===== src/rtl/mux4x1_rr_arbiter.sv =====
// -----------------------------------------------------------------------------
// mux4x1_rr_arbiter
//   Round-robin arbiter and sequencer for a shared 4x1 mux of W-bit inputs.
//   Four requesters (U, V, W_in, X) compete for the mux. One requester is
//   granted at a time. Its index drives the mux select, and the selected data
//   is registered onto Y with a Valid strobe. A grant is held for at most
//   MAX_HOLD consecutive cycles. It is released early when the holder drops
//   its request. On release, arbitration restarts from the index just after
//   the released holder, so the next grant follows with no idle cycle between.
//
// Parameters
//   W         data width of each mux input and of Y
//   MAX_HOLD  maximum consecutive cycles one grant is held (>= 1)
//
// Ports
//   Clock   in   1   system clock, rising edge
//   Reset   in   1   asynchronous active-high reset
//   Req     in   4   request lines: [0]=U, [1]=V, [2]=W_in, [3]=X
//   U       in   W   mux input 0
//   V       in   W   mux input 1
//   W_in    in   W   mux input 2
//   X       in   W   mux input 3
//   Sel     out  2   registered select = index of the granted requester
//   Grant   out  4   registered one-hot grant, 0000 when idle
//   Valid   out  1   Y holds data sampled from the granted input
//   Y       out  W   registered mux output
// -----------------------------------------------------------------------------

// -----------------------------------------------------------------------------
// mux4x1_rr_arbiter_chk
//   Property checker for the arbiter's registered state.
//   Ports: clk/rst, and the registered grant, select, hold counter and valid.
// -----------------------------------------------------------------------------
module mux4x1_rr_arbiter_chk #(
    parameter int MAX_HOLD = 4,
    parameter int CW       = 3
) (
    input logic          clk,
    input logic          rst,
    input logic [3:0]    grant,
    input logic [1:0]    sel,
    input logic [CW-1:0] cnt,
    input logic          valid
);

    localparam logic [CW-1:0] CNT_MAX = CW'(MAX_HOLD);

    a_grant_onehot0: assert property (@(posedge clk) disable iff (rst)
        $onehot0(grant));

    a_sel_matches_grant: assert property (@(posedge clk) disable iff (rst)
        (grant != 4'b0000) |-> grant[sel]);

    a_cnt_bounded: assert property (@(posedge clk) disable iff (rst)
        cnt <= CNT_MAX);

    // Valid can only follow a cycle in which some requester held the mux.
    a_valid_after_grant: assert property (@(posedge clk) disable iff (rst)
        valid |-> ($past(grant) != 4'b0000));

endmodule

module mux4x1_rr_arbiter #(
    parameter int W        = 2,
    parameter int MAX_HOLD = 4
) (
    input  logic         Clock,
    input  logic         Reset,
    input  logic [3:0]   Req,
    input  logic [W-1:0] U,
    input  logic [W-1:0] V,
    input  logic [W-1:0] W_in,
    input  logic [W-1:0] X,
    output logic [1:0]   Sel,
    output logic [3:0]   Grant,
    output logic         Valid,
    output logic [W-1:0] Y
);

    localparam int CW = $clog2(MAX_HOLD + 1);

    localparam logic [CW-1:0] CNT_ZERO = CW'(0);
    localparam logic [CW-1:0] CNT_ONE  = CW'(1);
    localparam logic [CW-1:0] CNT_MAX  = CW'(MAX_HOLD);

    localparam logic [0:0] ST_IDLE  = 1'b0;
    localparam logic [0:0] ST_GRANT = 1'b1;

    // First index with a request, scanning last+1, last+2, last+3, last+0.
    // The result is only used when at least one request is set.
    function automatic logic [1:0] rr_pick(input logic [3:0] req, input logic [1:0] last);
        logic [1:0] idx;
        logic [1:0] pick;
        logic       found;
        pick  = last;
        found = 1'b0;
        for (int k = 1; k <= 4; k++) begin
            idx = last + 2'(k);
            if (!found && req[idx]) begin
                pick  = idx;
                found = 1'b1;
            end else begin
                pick  = pick;
                found = found;
            end
        end
        return pick;
    endfunction

    // Convert a requester index to its one-hot grant vector.
    function automatic logic [3:0] onehot4(input logic [1:0] idx);
        return 4'b0001 << idx;
    endfunction

    logic [0:0]    state_r;
    logic [1:0]    sel_r;
    logic [3:0]    grant_r;
    logic          valid_r;
    logic [W-1:0]  y_r;
    logic [1:0]    last_r;
    logic [CW-1:0] cnt_r;

    logic          any_req_s;
    logic          holder_req_s;
    logic          release_s;
    logic [1:0]    last_eff_s;
    logic [1:0]    pick_s;
    logic [W-1:0]  mux_s;

    // Select the data of the current holder.
    always_comb begin
        mux_s = {W{1'b0}};
        case (sel_r)
            2'd0:    mux_s = U;
            2'd1:    mux_s = V;
            2'd2:    mux_s = W_in;
            2'd3:    mux_s = X;
            default: mux_s = {W{1'b0}};
        endcase
    end

    // Release detection and the round-robin pick.
    // The pick uses the released holder as the new "last", so the holder
    // only wins again when it is the sole requester.
    always_comb begin
        any_req_s    = |Req;
        holder_req_s = Req[sel_r];
        if (state_r == ST_GRANT) begin
            release_s = !holder_req_s || (cnt_r == CNT_MAX);
        end else begin
            release_s = 1'b0;
        end
        if (release_s) begin
            last_eff_s = sel_r;
        end else begin
            last_eff_s = last_r;
        end
        pick_s = rr_pick(Req, last_eff_s);
    end

    // Arbiter state, grant, select, hold counter and registered mux output.
    always_ff @(posedge Clock or posedge Reset) begin
        if (Reset) begin
            state_r <= ST_IDLE;
            sel_r   <= 2'd0;
            grant_r <= 4'b0000;
            valid_r <= 1'b0;
            y_r     <= {W{1'b0}};
            last_r  <= 2'd3;
            cnt_r   <= CNT_ZERO;
        end else begin
            case (state_r)
                ST_IDLE: begin
                    valid_r <= 1'b0;
                    if (any_req_s) begin
                        state_r <= ST_GRANT;
                        grant_r <= onehot4(pick_s);
                        sel_r   <= pick_s;
                        cnt_r   <= CNT_ONE;
                    end else begin
                        grant_r <= 4'b0000;
                    end
                end
                ST_GRANT: begin
                    // Sample the holder's data only while it still requests.
                    valid_r <= holder_req_s;
                    if (holder_req_s) begin
                        y_r <= mux_s;
                    end else begin
                        y_r <= y_r;
                    end
                    if (release_s) begin
                        last_r <= sel_r;
                        if (any_req_s) begin
                            grant_r <= onehot4(pick_s);
                            sel_r   <= pick_s;
                            cnt_r   <= CNT_ONE;
                        end else begin
                            state_r <= ST_IDLE;
                            grant_r <= 4'b0000;
                            cnt_r   <= CNT_ZERO;
                        end
                    end else begin
                        cnt_r <= cnt_r + CNT_ONE;
                    end
                end
                default: begin
                    state_r <= ST_IDLE;
                    grant_r <= 4'b0000;
                    valid_r <= 1'b0;
                    cnt_r   <= CNT_ZERO;
                end
            endcase
        end
    end

    assign Sel   = sel_r;
    assign Grant = grant_r;
    assign Valid = valid_r;
    assign Y     = y_r;

    mux4x1_rr_arbiter_chk #(
        .MAX_HOLD (MAX_HOLD),
        .CW       (CW)
    ) u_chk (
        .clk   (Clock),
        .rst   (Reset),
        .grant (grant_r),
        .sel   (sel_r),
        .cnt   (cnt_r),
        .valid (valid_r)
    );

endmodule

===== config.mk =====
export PLATFORM = sky130hd
export DESIGN_NAME = mux4x1_rr_arbiter
export DESIGN_NICKNAME = d
export VERILOG_FILES = /design/src/rtl/mux4x1_rr_arbiter.sv
export SDC_FILE = /design/constraint.sdc
export NUM_CORES = 1
export LEC_CHECK = 0
export CAP_MARGIN = 40
export CORE_MARGIN = 2
export CORE_UTILIZATION = 42
export CTS_CLUSTER_DIAMETER = 40
export DETAILED_ROUTE_END_ITERATION = 8
export GPL_TIMING_DRIVEN = 0
export PLACE_DENSITY = 0.71
export REMOVE_ABC_BUFFERS = 1
export SYNTH_ARGS = -nofsm -noshare
export SYNTH_HDL_FRONTEND = slang
export SYNTH_SLANG_ARGS = --single-unit

===== constraint.sdc =====
create_clock -name Clock -period 7.2 [get_ports Clock]
set_clock_uncertainty 0.1 [all_clocks]
set_input_delay 0.72 -clock Clock [delete_from_list [all_inputs] [get_ports Clock]]
set_output_delay 0.72 -clock Clock [all_outputs]
set_load 0.05 [all_outputs]

==> metrics.txt <==
outcome finished clean; Syn Area/Cell 11.1 um2; final hold violations 0; Die Footprint 0.00246 mm2; Ys Warns 0; synth unique cells 32; Worst-Skew Late Latency 0.28 ns; Pins Over Slew Limit 0; Starting Density 0.446; Setup CP Type in -> reg; initial antenna violation count 0; share of flip-flops with an asynchronous set or reset 1.00; crit path cell chain clkdlybuf4s50_1 > mux2_4 > and3_4 > or3b_4 > and2_4 > o311a_1 > a32o_1; CP max FO 5; Post-CTS Setup Repair Bufs 0; final worst-path cycle share 0.386; top cell type's share of synthesized area 0.372; Hold Crit Start Grant[0]$_DFFE_PP0N_; Power Total 551 uW; first-pass GRT wire length 3190 um; Hold Crit Class reg -> reg; VDD IR max 0.256 mV; fin crit period 2.78 ns; largest net degree at the start of global routing 16; most common cell after layout, fill and taps aside clkdlybuf4s50_1; crit path launch type input port; prevailing post-synth register cell dfrtp_1; commonest non-fill, non-tap cells in the layout clkdlybuf4s50_1 (22), dfrtp_1 (13), nand2_1 (8); drt total wl 1810 um; family with the most delay on the worst path simple AND/OR/NAND/NOR gates; Peak Freq 360 MHz; area grow syn2layout 30.9%; CTS clk-pin slew, worst paths 0.10 ns; Slew @ Worst Pin 0.575 ns; Rel. slew slack 0.615; final setup fails 0; Worst Setup SP Req[3]; Buffers on Ports 22; H-tree depth 1; die width 49.6 um; post-CTS sizing 0; Nets 121; Power Density 481 mW/mm2; vias in the first global route 718; Iteration-0 DRC Markers 19; DRC viols 0; total CTS buffers 3; Leakage 0.000482 uW; vias per inst 5.40; die height 49.6 um; Yosys reg bits 15; register area share after synthesis 0.432; DRT antenna net count 0; Synth Instances 79; CTS Sinks 15; dpl hpwl 1450 um; layout cells sized above 1 0.154; Slowest cell on crit path clkdlybuf4s50_1; number of hold buffers added after cts 0; FF-to-FF Start cnt_r[0]$_DFFE_PP0P_; standard-cell rows 16; IO Count 23; Max Cap Violations 0; total track usage 0.170; routability cong. 0.737; Worst Path Buf+Inv 1; Area contributors post-synth dfrtp_1 (37%), dfstp_2 (6.0%), mux4_1 (6.0%), a32o_1 (4.6%), mux2i_1 (3.4%); n_diodes 0; drt first pass iters 4; cell area after synthesis 875 um2; CP endpoint kind register; CTS tree done; core area 0.00196 mm2; Fin Setup TNS 0 ns; EDFF count, synth 0; total global routing overflow 0; slowest cell delay on critical path 0.49 ns; Arrival @ worst endpoint 2.86 ns; WHS 0.406 ns; Synth area leader dfrtp_1; DR WL/cell 13.8 um; RSZ-0062 raised after global routing false; Vias 707; root buf cell clkbuf_4; Crit path required time 7.28 ns; CTS max path bufs 2
[per-stage QoR]
stage / utilization / instance area [um2] / worst slack, ns / instances
floorplan: - / 863 / 4.61 / 78
global placement: 0.570 / 1120 / 4.13 / 127
detailed placement: 0.570 / 1120 / 4.12 / 127
CTS: 0.584 / 1140 / 4.43 / 131
global route: 0.584 / 1140 / 4.32 / 131
finish: 0.584 / 1140 / 4.42 / 131
[logic make-up after synthesis]
logic type,count (synthesis),share of synthesized area
and+or+nand+nor,25,0.159
AOI/OAI and AO/OA,21,0.200
DFF,15,0.432
buffers and inverters,8,0.0429
muxes,8,0.137
adders and majority gates,2,0.0286
[cells in the mapped netlist, types with 2 or more instances]
cell type,number
mux2_2,2
a21oi_1,2
nand2_1,8
nor2b_1,2
dfstp_2,2
dfrtp_1,13
ha_1,2
nand4_1,3
nor2_1,6
o21ai_0,5
inv_1,7
a32o_1,4
mux4_1,2
mux2i_1,3
[worst reg2reg max path, cell delays in order, from the launching register on]
cell	delay, ns
dfrtp_1	0.39
inv_1	0.06
ha_1	0.22
and2_2	0.23
o31ai_1	0.28
o21ai_0	0.22
and2_4	0.23
o311a_1	0.36
a32o_1	0.22
[report_power, final]
| part | switching (uW) | total (uW) | internal [uW] |
|---|---|---|---|
| combinational | 196 | 345 | 149 |
| sequential | 31.9 | 158 | 126 |
| clock | 27.7 | 48.3 | 20.6 |
[flip-flops by register name, summed over array words and instances (netlist names)]
signal	flops
Grant	4
cnt_r	3
Sel	2
Y	2
last_r	2
Valid	1
state_r	1
[path summary, 6_finish.rpt]
check | end | cells past startpoint | slack [ns]
max | Grant[3]$_DFFE_PP0N_ | 7 | 4.42
min | Grant[0]$_DFFE_PP0N_ | 1 | 0.41
max reg2reg | Grant[3]$_DFFE_PP0N_ | 8 | 4.78
min reg2reg | Grant[0]$_DFFE_PP0N_ | 1 | 0.41
max in group asynchronous | last_r[1]$_DFFE_PP1P_ | 2 | 5.93
min in group asynchronous | cnt_r[1]$_DFFE_PP0P_ | 2 | 0.69
[layout make-up]
cell class | instances | area, um2
clock buffer | 3 | 22.5
timing repair buffer | 22 | 220
multi-input combinational | 56 | 459
fill | 193 | 817
inverter | 7 | 26.3
tap | 27 | 33.8
clock inverter | 1 | 5.00
sequential | 15 | 378
[metal layers]
metal | vias to the layer above | wire length (um) | part of all wire | GRT usage
met3 | 2 | 95 | 0.053 | 0.0333
met1 | 339 | 811 | 0.45 | 0.217
met4 | 0 | 10 | 0.0055 | 0.0556
met2 | 21 | 891 | 0.49 | 0.287
met5 | - | 0 | 0 | 0
li1 | 345 | - | - | -
Note: power is estimated with default switching activity, not from simulation.
